[src/rtl/laser_fire_sequencer_if.sv]
`default_nettype none
// ============================================================================
//  Module   : laser_fire_sequencer_if
//  Purpose  : Groups the pad/datapath-facing signals of the laser fire
//             sequencer into one bundle.
//  Ports    : gameEnable, fireButton, laserActive, killingAlien  (to sequencer)
//             laserEnable, fire, ready, shotCount, hitCount       (from sequencer)
//  Modports : slave  - the sequencer itself
//             master - the surrounding top level / stimulus
//  Revision : 1.0  initial release
// ============================================================================
interface laser_fire_sequencer_if #(
    parameter int CNT_W = 8
);
    logic             gameEnable;
    logic             fireButton;
    logic             laserActive;
    logic             killingAlien;
    logic             laserEnable;
    logic             fire;
    logic             ready;
    logic [CNT_W-1:0] shotCount;
    logic [CNT_W-1:0] hitCount;

    modport slave (
        input  gameEnable, fireButton, laserActive, killingAlien,
        output laserEnable, fire, ready, shotCount, hitCount
    );

    modport master (
        output gameEnable, fireButton, laserActive, killingAlien,
        input  laserEnable, fire, ready, shotCount, hitCount
    );
endinterface
`default_nettype wire

[src/rtl/laser_fire_sequencer.sv]
`default_nettype none
// ============================================================================
//  Module   : laser_fire_sequencer
//  Purpose  : Generates the laser motion-rate strobe, turns fire-button
//             presses into a one-cycle fire request for a dead laser,
//             enforces a post-shot cooldown and counts shots and hits.
//  Ports    : clk    - system clock
//             reset  - asynchronous, active-high reset
//             bus    - laser_fire_sequencer_if.slave (game/pad/datapath side)
//  Params   : MOTION_DIV     clocks per laserEnable strobe (>= 2)
//             COOLDOWN_TICKS strobes to wait after the laser dies (0 allowed)
//             CNT_W          width of the shot / hit counters
//  Options  : define LASER_AUTOFIRE_EN to let a held button re-arm from IDLE
//  Revision : 1.0  initial release
// ============================================================================
module laser_fire_sequencer #(
    parameter int MOTION_DIV     = 4,
    parameter int COOLDOWN_TICKS = 8,
    parameter int CNT_W          = 8
) (
    input  wire logic               clk,
    input  wire logic               reset,
    laser_fire_sequencer_if.slave   bus
);

    localparam int c_PRE_W = $clog2(MOTION_DIV);
    localparam int c_CD_W  = (COOLDOWN_TICKS > 0) ? $clog2(COOLDOWN_TICKS + 1) : 1;

    localparam logic [c_PRE_W-1:0] c_PRE_MAX = c_PRE_W'(MOTION_DIV - 1);
    localparam logic [c_PRE_W-1:0] c_PRE_ONE = c_PRE_W'(1);
    localparam logic [c_CD_W-1:0]  c_CD_LOAD = c_CD_W'(COOLDOWN_TICKS);
    localparam logic [c_CD_W-1:0]  c_CD_ONE  = c_CD_W'(1);
    localparam logic [CNT_W-1:0]   c_CNT_ONE = CNT_W'(1);

    typedef enum logic [1:0] {
        S_IDLE     = 2'd0,
        S_ARMED    = 2'd1,
        S_FLIGHT   = 2'd2,
        S_COOLDOWN = 2'd3
    } state_t;

    logic [c_PRE_W-1:0] r_presc;
    logic               r_le;
    logic               r_sync1;
    logic               r_sync2;
    logic               r_sync3;
    logic               r_press;

    state_t             r_state;
    state_t             w_state_next;
    logic               r_seen;
    logic               w_seen_next;
    logic [c_CD_W-1:0]  r_cool;
    logic [c_CD_W-1:0]  w_cool_next;
    logic [CNT_W-1:0]   r_shot;
    logic [CNT_W-1:0]   w_shot_next;
    logic [CNT_W-1:0]   r_hit;
    logic [CNT_W-1:0]   w_hit_next;

    logic               w_fire;
    logic               w_arm_req;

    // ------------------------------------------------------------------
    // Prescaler. The strobe is registered, so it appears in the cycle
    // after the count reaches its top value. While the game is paused the
    // count freezes, so the strobe phase resumes where it left off.
    // ------------------------------------------------------------------
    always_ff @(posedge clk or posedge reset) begin
        if (reset) begin
            r_presc <= '0;
            r_le    <= 1'b0;
        end else if (bus.gameEnable) begin
            r_presc <= (r_presc == c_PRE_MAX) ? '0 : (r_presc + c_PRE_ONE);
            r_le    <= (r_presc == c_PRE_MAX);
        end else begin
            r_le    <= 1'b0;
        end
    end

    // ------------------------------------------------------------------
    // Button path: two-flop synchronizer, a history flop for the edge
    // detector, and a registered press pulse (3 clocks after the rise).
    // ------------------------------------------------------------------
    always_ff @(posedge clk or posedge reset) begin
        if (reset) begin
            r_sync1 <= 1'b0;
            r_sync2 <= 1'b0;
            r_sync3 <= 1'b0;
            r_press <= 1'b0;
        end else begin
            r_sync1 <= bus.fireButton;
            r_sync2 <= r_sync1;
            r_sync3 <= r_sync2;
            r_press <= r_sync2 & ~r_sync3;
        end
    end

`ifdef LASER_AUTOFIRE_EN
    // A held (synchronized) button re-arms as soon as the gun is ready.
    assign w_arm_req = r_press | r_sync2;
`else
    assign w_arm_req = r_press;
`endif

    // Fire only into a dead laser, and only on a motion strobe.
    assign w_fire = (r_state == S_ARMED) & r_le & ~bus.laserActive;

    // ------------------------------------------------------------------
    // Gun state machine
    // ------------------------------------------------------------------
    always_ff @(posedge clk or posedge reset) begin
        if (reset) begin
            r_state <= S_IDLE;
            r_seen  <= 1'b0;
            r_cool  <= '0;
            r_shot  <= '0;
            r_hit   <= '0;
        end else begin
            r_state <= w_state_next;
            r_seen  <= w_seen_next;
            r_cool  <= w_cool_next;
            r_shot  <= w_shot_next;
            r_hit   <= w_hit_next;
        end
    end

    always_comb begin
        w_state_next = r_state;
        w_seen_next  = r_seen;
        w_cool_next  = r_cool;
        w_shot_next  = r_shot;
        w_hit_next   = r_hit;

        case (r_state)
            S_IDLE: begin
                if (w_arm_req) begin
                    w_state_next = S_ARMED;
                end
            end

            S_ARMED: begin
                if (w_fire) begin
                    w_state_next = S_FLIGHT;
                    w_shot_next  = r_shot + c_CNT_ONE;
                end
            end

            S_FLIGHT: begin
                // The datapath kills the laser on a hit, so this counts
                // at most once per shot.
                if (r_le & bus.killingAlien & bus.laserActive) begin
                    w_hit_next = r_hit + c_CNT_ONE;
                end
                // The laser only goes live one cycle after fire; wait to
                // see it alive before treating "inactive" as "died".
                if (r_seen & ~bus.laserActive) begin
                    w_state_next = S_COOLDOWN;
                    w_cool_next  = c_CD_LOAD;
                    w_seen_next  = 1'b0;
                end else if (bus.laserActive) begin
                    w_seen_next  = 1'b1;
                end
            end

            S_COOLDOWN: begin
                if (r_cool == '0) begin
                    w_state_next = S_IDLE;
                end else if (r_le) begin
                    w_cool_next  = r_cool - c_CD_ONE;
                end
            end

            default: begin
                w_state_next = S_IDLE;
            end
        endcase
    end

    assign bus.laserEnable = r_le;
    assign bus.fire        = w_fire;
    assign bus.ready       = (r_state == S_IDLE);
    assign bus.shotCount   = r_shot;
    assign bus.hitCount    = r_hit;

endmodule
`default_nettype wire
[src/flat_wrapper.sv]
// flat-port wrapper written by rule: the top's interface ports become plain ports
module laser_fire_sequencer_flat 
#(
    parameter int MOTION_DIV     = 4,
    parameter int COOLDOWN_TICKS = 8,
    parameter int CNT_W          = 8
)
  (clk, reset, bus_gameEnable, bus_fireButton, bus_laserActive, bus_killingAlien, bus_laserEnable, bus_fire, bus_ready, bus_shotCount, bus_hitCount);
  laser_fire_sequencer_if #(.CNT_W(CNT_W)) bus_i ();
  input  wire logic clk;
  input  wire logic reset;
  input wire logic [$bits(bus_i.gameEnable)-1:0] bus_gameEnable;
  input wire logic [$bits(bus_i.fireButton)-1:0] bus_fireButton;
  input wire logic [$bits(bus_i.laserActive)-1:0] bus_laserActive;
  input wire logic [$bits(bus_i.killingAlien)-1:0] bus_killingAlien;
  output wire logic [$bits(bus_i.laserEnable)-1:0] bus_laserEnable;
  output wire logic [$bits(bus_i.fire)-1:0] bus_fire;
  output wire logic [$bits(bus_i.ready)-1:0] bus_ready;
  output wire logic [$bits(bus_i.shotCount)-1:0] bus_shotCount;
  output wire logic [$bits(bus_i.hitCount)-1:0] bus_hitCount;
  assign bus_i.gameEnable = bus_gameEnable;
  assign bus_i.fireButton = bus_fireButton;
  assign bus_i.laserActive = bus_laserActive;
  assign bus_i.killingAlien = bus_killingAlien;
  assign bus_laserEnable = bus_i.laserEnable;
  assign bus_fire = bus_i.fire;
  assign bus_ready = bus_i.ready;
  assign bus_shotCount = bus_i.shotCount;
  assign bus_hitCount = bus_i.hitCount;
  laser_fire_sequencer #(.MOTION_DIV(MOTION_DIV), .COOLDOWN_TICKS(COOLDOWN_TICKS), .CNT_W(CNT_W)) u_core (.clk(clk), .reset(reset), .bus(bus_i));
endmodule
[config.mk]
export PLATFORM = sky130hd
export DESIGN_NAME = laser_fire_sequencer_flat
export DESIGN_NICKNAME = d
export VERILOG_FILES = /design/src/rtl/laser_fire_sequencer_if.sv /design/src/rtl/laser_fire_sequencer.sv /design/src/flat_wrapper.sv
export SDC_FILE = /design/constraint.sdc
export NUM_CORES = 1
export LEC_CHECK = 0
export CORE_ASPECT_RATIO = 2
export CORE_UTILIZATION = 25
export CTS_CLUSTER_DIAMETER = 200
export CTS_CLUSTER_SIZE = 24
export DETAILED_ROUTE_END_ITERATION = 10
export PLACE_DENSITY = 0.43
export SYNTH_ARGS = -nofsm -noshare
export SYNTH_HDL_FRONTEND = slang
export SYNTH_SLANG_ARGS = --single-unit
[constraint.sdc]
create_clock -name clk -period 4.75 [get_ports clk]
set_input_delay 0.95 -clock clk [delete_from_list [all_inputs] [get_ports clk]]
set_output_delay 0.95 -clock clk [all_outputs]
set_load 0.05 [all_outputs]
* Yosys cells after proc, flatten, opt, wreduce, memory -nomap -nowiden
Index checks and enable logic that the tools add are counted.
Word-level totals: flip-flop bits (word level) 30, input bits 6
Operators by class: add/subtract/negate cells 4, eq/ne operators 10, muxes and demuxes 13, bitwise gates (word level) 8, reductions and logical operators 9
Operator list (number):
- $add 8x1->8 const B | 2
- $mux 4 | 3
- $mux 2 | 5
- $ne 2x1->1 const B | 4
- $pmux 2 s4 | 1
- $pmux 4 s2 | 1
- $reduce_and 4->1 | 2
- $and 1x1->1 | 6
- $eq 2x2->1 const B | 3
- $reduce_and 2->1 | 3
- $logic_not 4->1 | 1
- $ne 2x2->1 const B | 2
- $reduce_bool 2->1 | 2
- $sub 4x1->4 const B | 1
- $mux 1 | 3
- $add 2x1->2 const B | 1
- $eq 2x1->1 const B | 1
- $logic_not 2->1 | 1
- $not 1->1 | 2

* Longest topological paths before layout
Gate-level depths: netlist of the first run.
word-level depth 5, gate-level depth with buffers 7, depth with buffers taken out 6

* Least setup slack after synthesis of the first run
OpenSTA, ideal clock, no wires.
path type input to output, start input bus_laserActive, end output bus_fire, data arrival time 1569 ps, data required time 3800 ps, path slack 2231 ps, stages 2, path buffers 0, cells stage by stage nand3b_1 > inv_1
Between the ends: word-level cells in the longest chain between the ends 2
Ends and longest elaborated chain:
- from (decl) | line flat_wrapper.sv:14 | input wire logic [$bits(bus_i.laserActive)-1:0] bus_laserActive;
- $not 1->1 | line laser_fire_sequencer.sv:106 | assign w_fire = (r_state == S_ARMED) & r_le & ~bus.laserActive;
- $and 1x1->1 | line laser_fire_sequencer.sv:106
- to (decl) | line flat_wrapper.sv:17 | output wire logic [$bits(bus_i.fire)-1:0] bus_fire;
Every way passes these cells.

* Final worst setup path of the first run
Same ends and word-level chain as after synthesis.

==> metrics.md, run 1 <==
| Metric | Value |
|---|---|
| Crit-path most repeated cell | clkdlybuf4s50_1 |
| Vias post-DR | slightly above 1000 |
| Clock insertion delay at the later pin of the skew report | 0.28 ns |
| Die area | 6020 um^2 |
| Vias per Instance | around 4.7 |
| Post-route DRC | 0 |
| Synth cell types | 32 |
| Clock Path Buffers | 2 |
| Worst slew pin tran | 0.507 ns |
| Crit path time final | approximately 3.7 ns |
| Post_cts resized | 0 |
| Worst-path cell chain | clkdlybuf4s50_1 -> nand3b_1 -> inv_1 -> clkdlybuf4s50_1 |
| Multi-input logic area | roughly 630 um^2 |
| DIE WIDTH | between 50 and 60 um |
| RSZ-0062 raised after global routing | false |
| Storage element area | 751 um^2 |
| Ant. Diodes | 0 |
| Maximum VDD drop | ~270 uV |
| Tcrit/Tclk final | between 70 and 80% |
| Max Slew Vio Count | 0 |
| Crit start category | input pin |
| Starting Density | 26.0% |
| Reg clk slew, reported paths | ~0.060 ns |
| Cell area after layout | between 1500 and 2000 um^2 |
| Register area share after synthesis | 52.7% |
| Root buffer cell | clkbuf_8 |
| Area after DPL | between 1500 and 2000 um^2 |
| Final nets | between 150 and 200 |
| Pin count of the biggest net entering global routing | 31 |
| Critical path class | in2out |
| Final hold vios | 0 |
| Flops & latches, synth | 30 |
| Grt total ovfl | 0 |
| CORE AREA | roughly 5500 um^2 |
| GRT Util Overall | 10.6% |
| Ratio of cells with drive above 1 in the final layout | ~11% |
| Fin Setup TNS | 0 ns |
| Synthesized net count | about 140 |
| Final ANT Viol Nets | 0 |
| H-tree lvl count | 2 |
| Gate count after technology mapping | approximately 130 |
| Pre-CTS setup slack | approximately 1.1 ns |
| # IOs | 25 |
| First-pass GRT wire length | between 4 and 5 mm |
| WHS | roughly 0.36 ns |
| Placement Rows | 38 |
| Final Instance Count excl. Fillers | between 200 and 250 |
| CP max FO | 6 |
| Gpl congestion | between 0.7 and 0.8 |
| Synth-to-layout area growth | 28.7% |
| Crit-path leading delay family | buffers and inverters |
| Setup-failing EPs final | 0 |
| Setup Skew | 0.00648 ns |
| Worst Path Buf+Inv | 3 |
| Status | complete, no violations |
| Slowest CP cell | clkdlybuf4s50_1 |
| Detailed-route wire length | around 2.8 mm |
| Kind of path behind the tightest hold check | reg2reg |
| Max-cap violation count | 0 |
| CP peak stage delay | between 0.8 and 0.9 ns |
| Number of clock sinks | 30 |
| Hold buffer count at cts | 0 |
| Leak pwr | a little over 0.0008 uW |
| Ys async rst share | 100% |
| Setup repair bufs after CTS | 0 |
| Final HPWL from detailed placement | between 2 and 2.5 mm |
| Cts bufs inserted | 5 |
| Post-Place Cells | 210 |
| Post-synth EDFFs | 0 |
| CP endpoint kind | output pin |
| Primary FF master, synth | dfrtp_1 |
| Max Clk Rate | ~0.27 GHz |
| Yosys warnings | 0 |
| Worst Path Arrival | around 2.7 ns |
| CP required | 3.80 ns |
| Syn Area/Cell | between 10 and 15 um^2 |
| Slew margin rel. | 66.1% |
| Vias in the first global route | roughly 1100 |
| Final WS setup | 1.09 ns |
| WL/cell | approximately 13 um |
| Die height | ~110 um |
| Drt pass-1 iters | 4 |
| PwrDens | 524 nW/um^2 |
| Initial antenna violation count | 0 |
| PortBufs | 24 |
| Mapped Area | 1420 um^2 |
| Number of fill cells | between 500 and 600 |
| First-iteration detailed-routing DRC count | 10 |
| CTS tree | built |
report_power, final:
part / internal [uW] / switching (uW) / total (uW)
Sequential: 310 / 51.9 / 362
Combinational: 163 / 223 / 386
Clock: 117 / 95.0 / 212
Total: 590 / 370 / 960
cells in the mapped netlist, types with 2 or more instances:
cell type / count / share of area (%)
dfrtp_1: 30 / 53
nand2_1: 12 / 3.2
ha_1: 10 / 8.8
inv_1: 9 / 2.4
xnor2_1: 9 / 5.5
nor2_1: 8 / 2.1
nand3_1: 5 / 1.8
xor2_1: 5 / 3.1
nand4_1: 4 / 1.8
nor2b_1: 4 / 1.8
o21ai_0: 4 / 1.4
mux2_2: 3 / 2.4
a21oi_1: 2 / 0.70
a31oi_1: 2 / 0.88
mux2i_1: 2 / 1.4
per-stage QoR:
stage	power [uW]	util, %
floorplan	650	-
global placement	739	31.9
detailed placement	757	31.9
CTS	977	33.5
global route	1030	33.5
finish	960	33.5
logic make-up after synthesis:
| group | share of synthesized area, % |
|---|---|
| xor gates and xnor gates | 8.61 |
| AOI/OAI and AO/OA | 5.54 |
| buffers and inverters | 2.72 |
| muxes | 4.83 |
| and+or+nand+nor | 16.8 |
| DFF | 52.7 |
| adders and majority gates | 8.79 |
area by class of cell:
class                           instances  share of cell area, %
Inverter                                9                   1.84
Clock buffer                            7                   4.71
Timing Repair Buffer                   25                   13.5
Clock inverter                          1                  0.273
Sequential cell                        30                   41.0
Tap cell                               60                   4.10
Multi-Input combinational cell         86                   34.6
state kept, by name (all words and copies together), names as in the netlist, 2 cells and up:
name,count
u_core.r_presc,2
u_core.r_cool,4
u_core.bus.hitCount,8
u_core.bus.shotCount,8
u_core.r_state,2
worst register-to-register path, delay by kind of cell, from the launching register on:
family        cells  cell delay (ns)
xor+xnor          1             0.17
buf+inv           1             0.13
simple gates      3             0.69
flops             1             0.40
fa+ha+maj         1             0.33
cell usage in the layout, fill, tap and decap left out, drive strengths merged:
master / n
and3: 1
ha: 10
and4: 1
nand2b: 1
nor2b: 4
nand3b: 1
clkdlybuf4s50: 24
buf: 1
xor2: 5
or3b: 1
xnor2: 9
a21oi: 2
nand2: 13
and2: 1
inv: 9
dfrtp: 30
o2111ai: 1
nand3: 6
nand4: 4
mux2: 4
nor3: 2
a31oi: 2
nor2: 8
clkinv: 1
o21ai: 5
clkbuf: 7
or4b: 1
mux2i: 2
o31ai: 1
o41ai: 1
per-layer routing:
layer / up-vias / share of wire (%) / track usage (%)
met5: - / 0 / 0
met4: 0 / 2.7 / 6.43
met3: 6 / 3.7 / 2.85
met2: 22 / 54 / 19.1
met1: 500 / 40 / 10.6
li1: 487 / - / -
final timing paths:
path                                               startpoint                            endpoint  slack (ns)  cells after the start
worst min-delay path                 u_core.r_sync1$_DFF_PP0_            u_core.r_sync2$_DFF_PP0_        0.36                      0
worst min register to register       u_core.r_sync1$_DFF_PP0_            u_core.r_sync2$_DFF_PP0_        0.36                      0
worst max register to register  u_core.r_state[0]$_DFFE_PP0P_  u_core.bus.hitCount[7]$_DFFE_PP0P_        2.95                      6
worst max-delay path                          bus_laserActive                            bus_fire        1.09                      4
min in group asynchronous                               reset  u_core.bus.hitCount[7]$_DFFE_PP0P_        1.04                      3
max in group asynchronous                               reset       u_core.r_presc[0]$_DFFE_PP0P_        3.41                      3
(Power assumes the default switching activity.)
==> inputs of run 2 (changes only) <==
clock period = 3.7 ns   (was 4.75 ns; I/O delays follow)
==> run 2 against run 1 <==
Effect of this change: via count down 0.69%; non-clock buffer count unchanged; wire length up 2.8%; register-to-register slack worse by 1.1 ns; combinational power up 28%; die area unchanged; setup slack worse by 0.65 ns; clock-buffer cell count unchanged; total power up 28%; clock power up 28%; final cell count unchanged; first-iteration DRC count unchanged.
==> metrics.md, run 2 (synthesized netlist as in run 1, its figures left out) <==
| Metric | Value |
|---|---|
| Util after Layout | 33.5% (unchanged) |
| Max Clk Rate | 0.307 GHz |
| Reg2reg start | u_core.r_state[0]$_DFFE_PP0P_ (unchanged) |
| Worst Path Arrival | 2.52 ns (was 2.71 ns) |
| Cts bufs inserted | 5 (unchanged) |
| Drt pass-1 iters | 4 (unchanged) |
| Commonest non-fill, non-tap cell in the layout | dfrtp_1 (unchanged) |
| Die height | 109 um (unchanged) |
| Post_cts resized | 0 (unchanged) |
| Final nets | 173 (unchanged) |
| First-pass GRT wire length | 4.93 mm (was 4.86 mm) |
| Internal power | 755 uW (was 590 uW) |
| Multi-input logic area | 634 um^2 (unchanged) |
| First-iteration detailed-routing DRC count | 10 (unchanged) |
| Hold buffer count at cts | 0 (unchanged) |
| CORE AREA | 5470 um^2 (unchanged) |
| Vias per Instance | 4.62 (was 4.66) |
| Starting Density | 26.0% (unchanged) |
| Slew margin rel. | 65.9% (was 66.1%) |
| Clock Path Buffers | 2 (unchanged) |
| Grt total ovfl | 0 (unchanged) |
| Placement Rows | 38 (unchanged) |
| Clock insertion delay at the later pin of the skew report | 0.28 ns (about the same) |
| Storage element area | 751 um^2 (unchanged) |
| Final hold vios | 0 (unchanged) |
| Number of fill cells | 548 (was 558) |
| PwrDens | 672 nW/um^2 (was 524 nW/um^2) |
| CP endpoint kind | output pin (unchanged) |
| Worst slew pin tran | 0.510 ns (was 0.507 ns) |
| Vias post-DR | 1008 (was 1015) |
| Final HPWL from detailed placement | 2.11 mm (was 2.08 mm) |
| Clock network power share | 22.0% (was 22.1%) |
| Detailed-route wire length | 2.91 mm (was 2.83 mm) |
| Critical path class | in2out (unchanged) |
| Part of the power in registers | 37.8% (was 37.7%) |
| Setup repair bufs after CTS | 0 (unchanged) |
| Tcrit/Tclk final | approximately 88% |
| Worst-path cell chain | clkdlybuf4s50_1 -> nand3b_1 -> inv_1 -> clkdlybuf4s50_1 (unchanged) |
| Ant. Diodes | 0 (unchanged) |
| Reg2Reg Setup Slack | 1.90 ns (was 2.95 ns) |
| Min-delay src | u_core.r_sync1$_DFF_PP0_ (unchanged) |
| Final Total Pwr | 1230 uW (was 960 uW) |
| Most frequent cells in the layout | dfrtp_1, clkdlybuf4s50_1, nand2_1 (unchanged) |
| Pin count of the biggest net entering global routing | 31 (unchanged) |
| NetSw | 476 uW (was 370 uW) |
| Leak pwr | 0.000823 uW (unchanged) |
| CP required | 2.96 ns (was 3.80 ns) |
| Die area | 6020 um^2 (unchanged) |
| PortBufs | 24 (unchanged) |
| Status | complete, no violations (unchanged) |
| Max Slew Vio Count | 0 (unchanged) |
| FF-to-FF path depth | 6 (unchanged) |
| Synth-to-layout area growth | 28.7% (unchanged) |
| Crit-path most repeated cell | clkdlybuf4s50_1 (unchanged) |
| Crit start category | input pin (unchanged) |
| Kind of path behind the tightest hold check | reg2reg (unchanged) |
| CTS tree | built (unchanged) |
| Initial antenna violation count | 0 (unchanged) |
| DIE WIDTH | 55.4 um (unchanged) |
| Number of clock sinks | 30 (unchanged) |
| Hold worst-path end | u_core.r_sync2$_DFF_PP0_ (unchanged) |
| Cell area after layout | 1830 um^2 (unchanged) |
| CP max FO | 6 (unchanged) |
| Setup-failing EPs final | 0 (unchanged) |
| Gpl congestion | 0.726 (about the same) |
| Hold depth | 0 (unchanged) |
| Area after DPL | 1740 um^2 (unchanged) |
| Slowest CP cell | clkdlybuf4s50_1 (unchanged) |
| Final ANT Viol Nets | 0 (unchanged) |
| Comb pwr share | 40.2% (about the same) |
| FF-to-FF End | u_core.bus.hitCount[7]$_DFFE_PP0P_ (unchanged) |
| Sw Ratio | 38.6% (about the same) |
| GRT Util Overall | 10.8% (was 10.6%) |
| H-tree lvl count | 2 (unchanged) |
| Max-cap violation count | 0 (unchanged) |
| Crit path time final | 3.26 ns |
| # IOs | 25 (unchanged) |
| Post-route DRC | 0 (unchanged) |
| Setup Skew | 0.00621 ns (was 0.00648 ns) |
| Maximum VDD drop | 282 uV (was 268 uV) |
| WL/cell | 13.3 um (was 13.0 um) |
| Root buffer cell | clkbuf_8 (unchanged) |
| CP peak stage delay | 0.83 ns (was 0.82 ns) |
| Vias in the first global route | 1057 (was 1051) |
| Ratio of cells with drive above 1 in the final layout | 11.4% (unchanged) |
| RSZ-0062 raised after global routing | false (unchanged) |
| Reg clk slew, reported paths | 0.06 ns (about the same) |
| Fin Setup TNS | 0 ns (unchanged) |
## run 2: per-layer routing
metal	global-route usage [%]	vias to the layer above	part of all wire, %
li1	-	484	-
met1	10.2	495	40
met2	19.5	23	53
met3	4.03	6	5.0
met4	6.43	0	2.5
met5	0	-	0
## run 2: power groups by stage
stage	clock network [uW]	logic, uW	registers (uW)
detailed placement	0	501	471
global route	308	546	479
finish	271	495	465
CTS	286	504	465
global placement	0	482	467
floorplan	0	303	531
## run 2: area by class of cell
type,instances,share of cell area (%)
Timing Repair Buffer,25,13.5
Clock buffer,7,4.71
Sequential cell,30,41.0
Multi-Input combinational cell,86,34.6
Clock inverter,1,0.273
Tap cell,60,4.10
Inverter,9,1.84
## run 2: critical path: cells and delay by family
| family | cells | cell delay (ns) |
|---|---|---|
| simple gates | 1 | 0.28 |
| buf+inv | 3 | 1.50 |
## run 2: worst max-delay path by stage
| stage | from | to |
|---|---|---|
| 2_1_floorplan | bus_laserActive | bus_fire |
| 3_3_place_gp | bus_laserActive | bus_fire |
| 3_5_place_dp | bus_laserActive | bus_fire |
| 4_1_cts | bus_laserActive | bus_fire |
| 5_1_grt | bus_laserActive | bus_fire |
| 6_report | bus_laserActive | bus_fire |
## run 2: stage by stage
step / setup slack [ns] / hold WS, ns / std cells
finish: 0.438 / 0.356 / 218
floorplan: 1.60 / 0.331 / 126
global route: 0.343 / 0.362 / 218
CTS: 0.420 / 0.359 / 218
global placement: 0.450 / 0.337 / 210
detailed placement: 0.441 / 0.345 / 210
==> inputs of run 3 (changes only) <==
CORE_UTILIZATION = 40   (was 25)
PLACE_DENSITY = 0.62   (was 0.43)
==> run 3 against run 2 <==
Effect of this change: combinational power decreased by 1%; total power decreased by 3.0%; largest cell class unchanged; cell area decreased by 2.6%; wire length decreased by 13%; critical path depth unchanged.
==> metrics.md, run 3 (synthesized netlist as in run 1, its figures left out) <==
| Metric | Value |
|---|---|
| DIE WIDTH | 44.2 um (was 55.4 um) |
| Clock Path Buffers | 2 (unchanged) |
| Tcrit/Tclk final | 88.1% (was 88.2%) |
| Final HPWL from detailed placement | 1.93 mm (was 2.11 mm) |
| Final Total Pwr | 1190 uW (was 1230 uW) |
| Synth-to-layout area growth | 25.4% (was 28.7%) |
| Crit path time final | 3.26 ns (about the same) |
| Placement Rows | 30 (was 38) |
| Number of fill cells | 323 (was 548) |
| Detailed-route wire length | 2.54 mm (was 2.91 mm) |
| First-iteration detailed-routing DRC count | 6 (was 10) |
| Hold buffer count at cts | 0 (unchanged) |
| Reg clk slew, reported paths | 0.06 ns (about the same) |
| Status | complete, no violations (unchanged) |
| Max Clk Rate | 0.307 GHz (about the same) |
| GRT Util Overall | 15.9% (was 10.8%) |
| Most frequent cells in the layout | dfrtp_1, clkdlybuf4s50_1, nand2_1 (unchanged) |
| Cts bufs inserted | 5 (unchanged) |
| CP required | 2.96 ns (about the same) |
| Setup-failing EPs final | 0 (unchanged) |
| Util after Layout | 52.9% (was 33.5%) |
| Max Slew Vio Count | 0 (unchanged) |
| Starting Density | 42.1% (was 26.0%) |
| Ant. Diodes | 0 (unchanged) |
| Setup repair bufs after CTS | 0 (unchanged) |
| Vias post-DR | 1004 (was 1008) |
| CP max FO | 6 (unchanged) |
| Multi-input logic area | 634 um^2 (unchanged) |
| Post_cts resized | 0 (unchanged) |
| Final Instance Count excl. Fillers | 189 (was 218) |
| WL/cell | 13.4 um (was 13.3 um) |
| Cell area after layout | 1790 um^2 (was 1830 um^2) |
| Final nets | 173 (unchanged) |
| Maximum VDD drop | 383 uV (was 282 uV) |
| Root buffer cell | clkbuf_8 (unchanged) |
| CORE AREA | 3380 um^2 (was 5470 um^2) |
| Post-route DRC | 0 (unchanged) |
| Area after DPL | 1710 um^2 (was 1740 um^2) |
| Setup Skew | 0.00702 ns (was 0.00621 ns) |
| CP endpoint kind | output pin (unchanged) |
| RSZ-0062 raised after global routing | false (unchanged) |
| Worst slew pin tran | 0.499 ns (was 0.510 ns) |
| Final ANT Viol Nets | 0 (unchanged) |
| Slew margin rel. | 66.7% (was 65.9%) |
| Critical path class | in2out (unchanged) |
| Kind of path behind the tightest hold check | reg2reg (unchanged) |
| Post-Place Cells | 182 (was 210) |
| Ratio of cells with drive above 1 in the final layout | 11.5% (was 11.4%) |
| Clock insertion delay at the later pin of the skew report | 0.27 ns (was 0.28 ns) |
| Pin count of the biggest net entering global routing | 31 (unchanged) |
| Fin Setup TNS | 0 ns (unchanged) |
| PwrDens | 669 nW/um^2 (was 672 nW/um^2) |
| PortBufs | 24 (unchanged) |
| Final hold vios | 0 (unchanged) |
| Vias in the first global route | 1072 (was 1057) |
| # IOs | 25 (unchanged) |
| Die height | 86.4 um (was 109 um) |
| Leak pwr | 0.000819 uW (was 0.000823 uW) |
| Storage element area | 751 um^2 (unchanged) |
| Crit start category | input pin (unchanged) |
| CTS tree | built (unchanged) |
| Die area | 3820 um^2 (was 6020 um^2) |
| First-pass GRT wire length | 4.56 mm (was 4.93 mm) |
| Number of clock sinks | 30 (unchanged) |
| H-tree lvl count | 2 (unchanged) |
| Grt total ovfl | 0 (unchanged) |
| Vias per Instance | 5.31 (was 4.62) |
| Initial antenna violation count | 0 (unchanged) |
| Worst Path Arrival | 2.52 ns (about the same) |
| Commonest non-fill, non-tap cell in the layout | dfrtp_1 (unchanged) |
| Gpl congestion | 0.828 (was 0.726) |
| Max-cap violation count | 0 (unchanged) |
| Drt pass-1 iters | 6 (was 4) |
## run 3: path summary, 6_finish.rpt
path / startpoint / endpoint / slack (ns) / cells after the start
min: u_core.r_sync1$_DFF_PP0_ / u_core.r_sync2$_DFF_PP0_ / 0.36 / 0
max: bus_laserActive / bus_fire / 0.44 / 4
max reg2reg: u_core.r_state[0]$_DFFE_PP0P_ / u_core.bus.hitCount[7]$_DFFE_PP0P_ / 1.94 / 6
min reg2reg: u_core.r_sync1$_DFF_PP0_ / u_core.r_sync2$_DFF_PP0_ / 0.36 / 0
max in group asynchronous: reset / u_core.r_cool[2]$_DFFE_PP0P_ / 2.59 / 3
min in group asynchronous: reset / u_core.bus.hitCount[3]$_DFFE_PP0P_ / 0.83 / 3
## run 3: per-layer routing
layer,share of wire (%),track usage (%),up-vias,wire length [um]
met5,0,0,-,0
met4,1.7,8.26,0,43
met3,3.1,3.96,5,79
met2,53,26.5,20,1340
met1,42,18.0,497,1070
li1,-,-,482,-
## run 3: final cells by class
cell class | instances | area share (%)
inverter | 9 | 1.89
sequential | 30 | 42.0
timing repair buffer | 25 | 13.9
multi-input combinational | 86 | 35.5
tap | 32 | 2.24
clock inverter | 2 | 0.561
clock buffer | 5 | 3.85
## run 3: power by group
group | internal (uW) | total [uW] | switching [uW]
Combinational | 207 | 489 | 282
Sequential | 398 | 465 | 66.3
Clock | 126 | 240 | 114
## run 3: worst max-delay path, stage by stage
cell	delay (ns)
clkdlybuf4s50_1	0.49
nand3b_1	0.29
inv_1	0.18
clkdlybuf4s50_1	0.83
## run 3: stage by stage
stage               worst slack [ns]  hold slack, ns
finish                         0.439           0.355
global route                   0.363           0.371
CTS                            0.447           0.361
detailed placement             0.466           0.340
global placement               0.472           0.333
floorplan                       1.60           0.331
